## src/rtl/reg_bank_rr.sv

```systemverilog
// -----------------------------------------------------------------------------
// reg_bank_rr
//
// Circular bank of DEPTH = 2**ADDR_W registers filled from NSRC write sources.
// On each accepted write the source is chosen round-robin, starting from the
// source after the one used last and skipping sources whose mask bit is 0.
// Stored words are read back by address through a registered read port.
//
// Ports
//   clk       in   clock, all logic on the rising edge
//   rst       in   synchronous active-high reset, highest priority
//   wr_en     in   write request for this cycle
//   data_in   in   NSRC packed words, source k at [k*WIDTH +: WIDTH]
//   src_mask  in   1 = source k may be selected this cycle
//   rd_en     in   read request
//   rd_addr   in   read address
//   read      out  registered read data, holds when rd_en is low
//   rd_valid  out  1-cycle pulse, the word read was written since reset
//   wr_src    out  source index used by the last accepted write
//   wr_ptr    out  address the next write goes to
//   wr_count  out  number of written entries, saturating at DEPTH
//   full      out  wr_count == DEPTH
//   err       out  1-cycle pulse, wr_en seen with an all-zero src_mask
// -----------------------------------------------------------------------------
module reg_bank_rr #(
    parameter int WIDTH  = 16,
    parameter int NSRC   = 2,
    parameter int ADDR_W = 2,
    parameter int SRC_W  = 1
) (
    input  logic                    clk,
    input  logic                    rst,
    input  logic                    wr_en,
    input  logic [NSRC*WIDTH-1:0]   data_in,
    input  logic [NSRC-1:0]         src_mask,
    input  logic                    rd_en,
    input  logic [ADDR_W-1:0]       rd_addr,
    output logic [WIDTH-1:0]        read,
    output logic                    rd_valid,
    output logic [SRC_W-1:0]        wr_src,
    output logic [ADDR_W-1:0]       wr_ptr,
    output logic [ADDR_W:0]         wr_count,
    output logic                    full,
    output logic                    err
);

    localparam int              DEPTH   = 2 ** ADDR_W;
    localparam logic [ADDR_W:0] DEPTH_C = (ADDR_W + 1)'(DEPTH);

    // Storage and control state
    logic [WIDTH-1:0]  r_mem [DEPTH];
    logic [DEPTH-1:0]  r_valid;
    logic [WIDTH-1:0]  r_read;
    logic              r_rd_valid;
    logic [SRC_W-1:0]  r_wr_src;
    logic [SRC_W-1:0]  r_track;
    logic [ADDR_W-1:0] r_wr_ptr;
    logic [ADDR_W:0]   r_wr_count;
    logic              r_err;

    // Combinational source selection
    logic              w_any;
    logic              w_found;
    logic [SRC_W-1:0]  w_sel;
    int                w_idx;
    logic [WIDTH-1:0]  w_wdata;
    logic              w_wr_ok;

    assign w_any   = |src_mask;
    assign w_wr_ok = wr_en && w_any;

    // Walk the sources starting at r_track, wrapping mod NSRC; the first
    // enabled one wins. w_found only guards against later matches.
    always_comb begin
        w_found = 1'b0;
        w_sel   = '0;
        w_idx   = 0;
        for (int k = 0; k < NSRC; k++) begin
            w_idx = int'(r_track) + k;
            if (w_idx >= NSRC) begin
                w_idx = w_idx - NSRC;
            end
            if (!w_found && src_mask[w_idx]) begin
                w_found = 1'b1;
                w_sel   = SRC_W'(w_idx);
            end
        end
    end

    assign w_wdata = data_in[int'(w_sel)*WIDTH +: WIDTH];

    always_ff @(posedge clk) begin
        if (rst) begin
            for (int i = 0; i < DEPTH; i++) begin
                r_mem[i] <= '0;
            end
            r_valid    <= '0;
            r_read     <= '0;
            r_rd_valid <= 1'b0;
            r_wr_src   <= '0;
            r_track    <= '0;
            r_wr_ptr   <= '0;
            r_wr_count <= '0;
            r_err      <= 1'b0;
        end else begin
            r_err <= wr_en && !w_any;

            // Read samples the bank before this cycle's write lands, so a
            // read of r_wr_ptr returns the old word and old valid bit.
            if (rd_en) begin
                r_read     <= r_mem[rd_addr];
                r_rd_valid <= r_valid[rd_addr];
            end else begin
                r_rd_valid <= 1'b0;
            end

            if (w_wr_ok) begin
                r_mem[r_wr_ptr]   <= w_wdata;
                r_valid[r_wr_ptr] <= 1'b1;
                // DEPTH is a power of two, so the pointer wraps naturally.
                r_wr_ptr          <= r_wr_ptr + 1'b1;
                r_wr_src          <= w_sel;
                if (int'(w_sel) == NSRC - 1) begin
                    r_track <= '0;
                end else begin
                    r_track <= w_sel + 1'b1;
                end
                // Once full, writes overwrite the oldest entry and the
                // count stays saturated.
                if (r_wr_count != DEPTH_C) begin
                    r_wr_count <= r_wr_count + 1'b1;
                end
            end
        end
    end

    assign read     = r_read;
    assign rd_valid = r_rd_valid;
    assign wr_src   = r_wr_src;
    assign wr_ptr   = r_wr_ptr;
    assign wr_count = r_wr_count;
    assign full     = (r_wr_count == DEPTH_C);
    assign err      = r_err;

endmodule
```

## config.mk

```make
export PLATFORM = sky130hd
export DESIGN_NAME = reg_bank_rr
export DESIGN_NICKNAME = d
export VERILOG_FILES = /design/src/rtl/reg_bank_rr.sv
export SDC_FILE = /design/constraint.sdc
export NUM_CORES = 1
export LEC_CHECK = 0
export BUFFER_PORTS_ARGS = -buffer_cell sky130_fd_sc_hd__buf_2
export CAP_MARGIN = 20
export CORE_MARGIN = 10
export CORE_UTILIZATION = 49
export DETAILED_ROUTE_END_ITERATION = 12
export PLACE_DENSITY = 0.74
export SYNTH_ARGS = -nofsm -noshare
export SYNTH_HDL_FRONTEND = slang
export SYNTH_SLANG_ARGS = --single-unit
export TNS_END_PERCENT = 50
```

## constraint.sdc

```tcl
create_clock -name clk -period 1.8 [get_ports clk]
set_input_delay 0 -clock clk [delete_from_list [all_inputs] [get_ports clk]]
set_output_delay 0 -clock clk [all_outputs]
set_load 0.02 [all_outputs]
```

==> flow_summary_export.csv, run 1 <==
group,metric,value,unit
synth,syn_avg_cell_area,12.9,um^2
run_status,status,"complete, no violations",
drt,drc_errors,0,
synth,synth_most_common_cell,"a21oi_1",
global_route,grt_usage,0.160,
die,die_w,111,um
placed_design,pre_cts_ws,0.266,ns
layout,antenna_cells,0,
clocking,clk_latency,0.37,ns
critical_path,slowest_delay,0.41,ns
clocking,cts.sink_count,93,
layout,drive_gt1_frac,0.276,
drt,routed_via_density,5.79,
drt,first_pass_iters,4,
synth,synth_largest_area_cell,"edfxtp_1",
global_route,antenna_found_initial,0,
clocking,clockBufferDepth,2,
power,switching_power,0.00111,W
layout,fin_cells,500,
critical_path,worstPathArrival,1.65,ns
critical_path,cp_slowest_cell,"o21ai_0",
clocking,clkTransAtPathRegs,0.09,ns
synth,synth.top_cell.area_share,0.469,
critical_path,worstSetupPathType,"flip-flop to flip-flop",
drt,num_vias,2893,
placed_design,placed_cell_area,0.00454,mm^2
timing,final_hold_viol_count,0,
critical_path,cp-start-kind,"flip-flop",
global_route,grt_pass1_wl,15700,um
timing,hold_ws,0.0879,ns
timing,fmax,647,MHz
layout,seq_area,0.00250,mm^2
critical_path,worstPathRequired,1.91,ns
min_path,hp-class,"input port to flip-flop",
power,power.density,938,mW/mm^2
placed_design,dp_cells,480,
power,power_switching_share,0.246,
synth,synthArstFlopShare,0,
layout,area_delta_synth_final,17.0,%
layout,fillCellCount,668,
synth,yosys_warnings,0,
timing,tns,0,ns
power,clock_power_share,0.337,
die,start_util,0.501,
timing,slew_headroom,0.576,
critical_path,worstPathCellList,"and2b_2 -> o21ai_0 -> a21oi_1",
clocking,cts_max_level,3,
drt,first_iter_violations,252,
synth,syn_inst,317,
timing,tightest_slew,0.637,ns
drt,avgRoutedWirePerCell,20.1,um
critical_path,critPathMaxFanout,16,
synth,synth-edff-count,64,
die,core,0.00818,mm^2
die,ios,65,
power,ir_drop,0.504,mV
clocking,cts_buffers,9,
placed_design,globalplace.congestion,0.835,
synth,synth_cell_types,34,
drt,antenna_left,0,
synth,synth_seq_area_share,0.611,
placed_design,hpwl,6630,um
die,die_area,0.0124,mm^2
layout,final_cell_area,0.00480,mm^2
placed_design,portBuffers,64,
synth,synth_area_leaders,"edfxtp_1 (47%), dfxtp_1 (14%), a21oi_1 (9.0%)",
clocking,cts_root_buffer,"clkbuf_8",
drt,wl,10100,um
timing,finalWorstSetupSlack,0.254,ns
layout,multiInputGateArea,0.00146,mm^2
timing,slew_viol_final,0,
timing,rsz0062_at_grt,"false",
synth,synth_common_cells,"a21oi_1 (74), edfxtp_1 (64), dfxtp_1 (29)",
power,seq_power_share,0.545,
layout,final_nets,436,
synth,yosys_most_used_dff,"edfxtp_1",
critical_path,path_buf_inv,0,
critical_path,cp_top_family,"compound AO/OA/AOI/OAI gates",
global_route,grt_max_degree,24,
timing,post-route-period-util,0.859,
power,p_leak,1.93,nW
synth,syn_nets,363,
synth,synth_seq_cells,93,
clocking,cts_resized,0,
die,core.rowCount,33,
timing,setup_viol,0,
timing,min_period,1.55,ns
timing,finClkSkew,0.0105,ns
clocking,cts_tree,"yes",
power,p_int,0.00339,W
power,p_comb_frac,0.118,
global_route,grt_pass1_vias,3077,
critical_path,endpoint_kind,"flip-flop",
die,die_y,111,um
synth,syn_area,0.00410,mm^2
global_route,grt_overflow_total,0,
job,max_cap_violations,0,
sequential cells by signal, indices dropped and copies added, names as in the netlist:
| signal | cells |
|---|---|
| rd_valid | 1 |
| wr_ptr | 2 |
| read | 16 |
| wr_count | 3 |
| r_valid | 4 |
| r_track | 1 |
| wr_src | 1 |
| err | 1 |
| r_mem | 64 |
tightest hold or removal path, delay by kind of cell:
| family | cells | cell delay, ns |
|---|---|---|
| AND/OR/NAND/NOR | 1 | 0.12 |
| buffers and inverters | 1 | 0.08 |
| AO/OA/AOI/OAI | 1 | 0.14 |
power groups by stage:
stage | Sequential, W | Combinational (W) | Clock (W)
after floorplan | 0.00253 | 0.000303 | 0
after global placement | 0.00249 | 0.000506 | 0
after detailed placement | 0.00250 | 0.000521 | 0
after CTS | 0.00245 | 0.000531 | 0.00152
after global routing | 0.00246 | 0.000577 | 0.00162
final | 0.00245 | 0.000529 | 0.00152
routing by layer:
layer	global-route usage	vias up	routed length [um]
met2	0.275	137	5130
met5	0	-	0
met3	0.0424	24	736
met1	0.177	1374	3930
li1	-	1358	-
met4	0.0814	0	271
worst paths after layout:
kind / start / end / slack (ns) / cells after the start
worst max-delay path: r_track / r_mem[3][11] / 0.25 / 3
worst min-delay path: data_in[23] / r_mem[3][7] / 0.09 / 3
worst max register to register: r_track / r_mem[3][11] / 0.25 / 3
worst min register to register: r_valid[0] / r_valid[0] / 0.48 / 2
final cells by class:
class	count	area share
Inverter	6	0.00470
Clock buffer	10	0.0266
Multi-Input combinational cell	198	0.304
Clock inverter	6	0.0183
Sequential cell	93	0.522
Timing Repair Buffer	82	0.0971
Tap cell	105	0.0274
cells in the final DEF, fill, tap and decap left out, types with 2 or more instances in the layout:
cell,instances
a21oi_1,74
buf_2,64
edfxtp_1,64
dfxtp_1,29
nor2_1,21
o21ai_0,19
mux2i_1,17
nand3_1,16
buf_4,14
mux4_2,9
clkbuf_8,9
mux4_1,7
inv_1,6
nand2_1,6
ha_1,6
dlygate4sd3_1,4
nand2b_1,3
clkinvlp_4,3
and2b_2,2
nand4_2,2
a31o_2,2
nor2b_1,2
bufinv_16,2
repair_timing:
action	in CTS	in global routing
endpoints found under the hold margin	7	0
buffers inserted	0	0
hold buffers	4	0
metrics by stage:
stage,util,power [W]
final,0.587,0.00450
after global routing,0.587,0.00466
after CTS,0.587,0.00450
after detailed placement,0.555,0.00302
after global placement,0.555,0.00300
after floorplan,-,0.00283
kinds of logic (layout without fill, tap and decap cells):
family	after synthesis	in the layout	share of synthesized area
AND/OR/NAND/NOR	59	59	0.0739
buffers and inverters	26	104	0.0333
adder cells (fa/ha/maj)	6	6	0.0183
multiplexers	33	33	0.136
flip-flops	93	93	0.611
AO/OA/AOI/OAI	100	100	0.128
Note: power is estimated with default switching activity, not from simulation.
==> run 2, diff against run 1 <==
--- a/config.mk
+++ b/config.mk
@@ -7,10 +7,12 @@
 export LEC_CHECK = 0
 export BUFFER_PORTS_ARGS = -buffer_cell sky130_fd_sc_hd__buf_2
 export CAP_MARGIN = 20
+export CELL_PAD_IN_SITES_DETAIL_PLACEMENT = 1
+export CELL_PAD_IN_SITES_GLOBAL_PLACEMENT = 1
 export CORE_MARGIN = 10
-export CORE_UTILIZATION = 49
+export CORE_UTILIZATION = 45
 export DETAILED_ROUTE_END_ITERATION = 12
-export PLACE_DENSITY = 0.74
+export PLACE_DENSITY = 0.81
 export SYNTH_ARGS = -nofsm -noshare
 export SYNTH_HDL_FRONTEND = slang
 export SYNTH_SLANG_ARGS = --single-unit
==> run 2 against run 1 <==
Power increased by 5.1%. Critical endpoint is now r_mem[1][0]. Clock power increased by 13%. Clock skew decreased by 0.00097 ns. Critical path depth increased by 3. Highest routed layer unchanged. Wire length increased by 18%.
==> flow_summary_export.csv, run 2 (synthesis gave the netlist of run 1 again) <==
group,metric,value,unit
drt,num_vias,3008,
global_route,grt_overflow_total,0,
timing,slew_viol_final,0,
global_route,grt_max_degree,24,
drt,avgRoutedWirePerCell,23.6,um
timing,fmax,591,MHz
critical_path,slowest_delay,0.54,ns
critical_path,critPathMaxFanout,11,
layout,drive_gt1_frac,0.281,
layout,area_delta_synth_final,17.9,%
layout,fillCellCount,914,
drt,first_pass_iters,4,
drt,antenna_left,0,
critical_path,cp-start-kind,"input port",
layout,final_nets,436,
die,core.rowCount,34,
clocking,clkTransAtPathRegs,0.09,ns
clocking,cts_root_buffer,"clkbuf_8",
clocking,cts_tree,"yes",
critical_path,crit_start,"rst",
timing,rsz0062_at_grt,"false",
clocking,cts_buffers,9,
critical_path,worstSetupPathType,"input port to flip-flop",
layout,largest_reg_flops,64,
clocking,cts_max_level,3,
timing,final_hold_viol_count,0,
min_path,hp-class,"input port to flip-flop",
global_route,antenna_found_initial,0,
placed_design,portBuffers,64,
die,die_w,115,um
power,power.density,978,mW/mm^2
placed_design,globalplace.congestion,0.772,
die,core,0.00881,mm^2
timing,min_period,1.69,ns
layout,largest_register,"r_mem",
critical_path,worstPathCellList,"dlygate4sd3_1 -> buf_2 -> and2b_2 -> nand4_2 -> nand2b_1 -> buf_4",
timing,post-route-period-util,0.941,
clocking,clk_latency,0.36,ns
job,max_cap_violations,0,
clocking,clockBufferDepth,2,
clocking,cts.sink_count,93,
power,ir_drop,0.377,mV
drt,routed_via_density,5.97,
layout,final_common_cell,"a21oi_1",
critical_path,cp_slowest_cell,"dlygate4sd3_1",
run_status,status,"complete, no violations",
critical_path,worstPathRequired,1.87,ns
global_route,grt_pass1_wl,18500,um
die,ios,65,
die,start_util,0.465,
die,die_y,115,um
timing,setup_viol,0,
critical_path,rr_startpoint,"r_track",
power,p_leak,1.94,nW
critical_path,endpoint_kind,"flip-flop",
timing,tightest_slew,0.608,ns
placed_design,pre_cts_ws,0.102,ns
placed_design,hpwl,7690,um
die,die_area,0.0133,mm^2
drt,drc_errors,0,
timing,slew_headroom,0.594,
clocking,cts_setup_buffers,0,
drt,first_iter_violations,198,
global_route,grt_pass1_vias,3379,
layout,mostFrequentLayoutCells,"a21oi_1 (74), buf_2 (64), edfxtp_1 (64)",
drt,wl,11900,um
global_route,grt_usage,0.181,
timing,finClkSkew,0.00950,ns
timing,tns,0,ns
min_path,min-delay-start,"src_mask[1]",
timing,finalWorstSetupSlack,0.107,ns
critical_path,worstPathArrival,1.76,ns
==> run 2: cell count changes in the layout (fill, tap and decap cells not counted), sizes merged <==
cell	before	now
dlygate4sd3	4	3
diode	0	1
inv	6	7
buf	78	79
clkinvlp	3	2
clkbuf	10	9
bufinv	2	3
==> run 2: stage by stage <==
step,hold WS (ns),power [W],area [um^2],utilization,cells
finish,0.0427,0.00473,4830,0.549,504
global route,0.0624,0.00488,4830,0.548,503
CTS,0.0461,0.00474,4830,0.548,503
global placement,0.292,0.00301,4550,0.517,484
floorplan,0.0884,0.00283,4100,-,317
detailed placement,0.320,0.00305,4550,0.517,484
==> run 2: worst max-delay path, delay by kind of cell <==
kind | cells | cell delay [ns]
AND/OR/NAND/NOR | 3 | 0.80
buffers and inverters | 3 | 0.96
==> run 2: cell type report <==
| type | count | area (um^2) | area share |
|---|---|---|---|
| antenna | 1 | 2.50 | 0.000518 |
| clock buffer | 9 | 124 | 0.0256 |
| clock inverter | 7 | 123 | 0.0254 |
| inverter | 6 | 22.5 | 0.00466 |
| multi-input combinational | 198 | 1460 | 0.302 |
| sequential | 93 | 2500 | 0.518 |
| tap | 108 | 135 | 0.0280 |
| timing repair buffer | 82 | 463 | 0.0958 |
==> run 2: final timing paths <==
check	endpoint	depth (start not counted)	slack, ns
setup / recovery	r_mem[1][0]	6	0.11
hold / removal	err	3	0.04
setup reg to reg	r_mem[1][12]	3	0.13
hold reg to reg	read[15]	2	0.50
==> run 2: what timing repair did <==
action | CTS | global route
hold buffers | 3 | 0
gates resized for setup | 0 | 1
hold endpoints to repair | 6 | 0
endpoints found under the setup margin | 0 | 3
==> run 2: power breakdown <==
| group | total [W] | internal (W) | switching (W) |
|---|---|---|---|
| clock | 0.00172 | 0.000930 | 0.000789 |
| combinational | 0.000552 | 0.000208 | 0.000344 |
| sequential | 0.00246 | 0.00241 | 0.0000508 |
| total | 0.00473 | 0.00354 | 0.00118 |
==> run 2: routing by layer <==
layer  global-route usage  vias up  share of wire
li1                     -     1355              -
met1                0.203     1527           0.39
met2                0.331      103           0.53
met3               0.0351       23          0.054
met4               0.0676        0          0.023
met5                    0        -              0
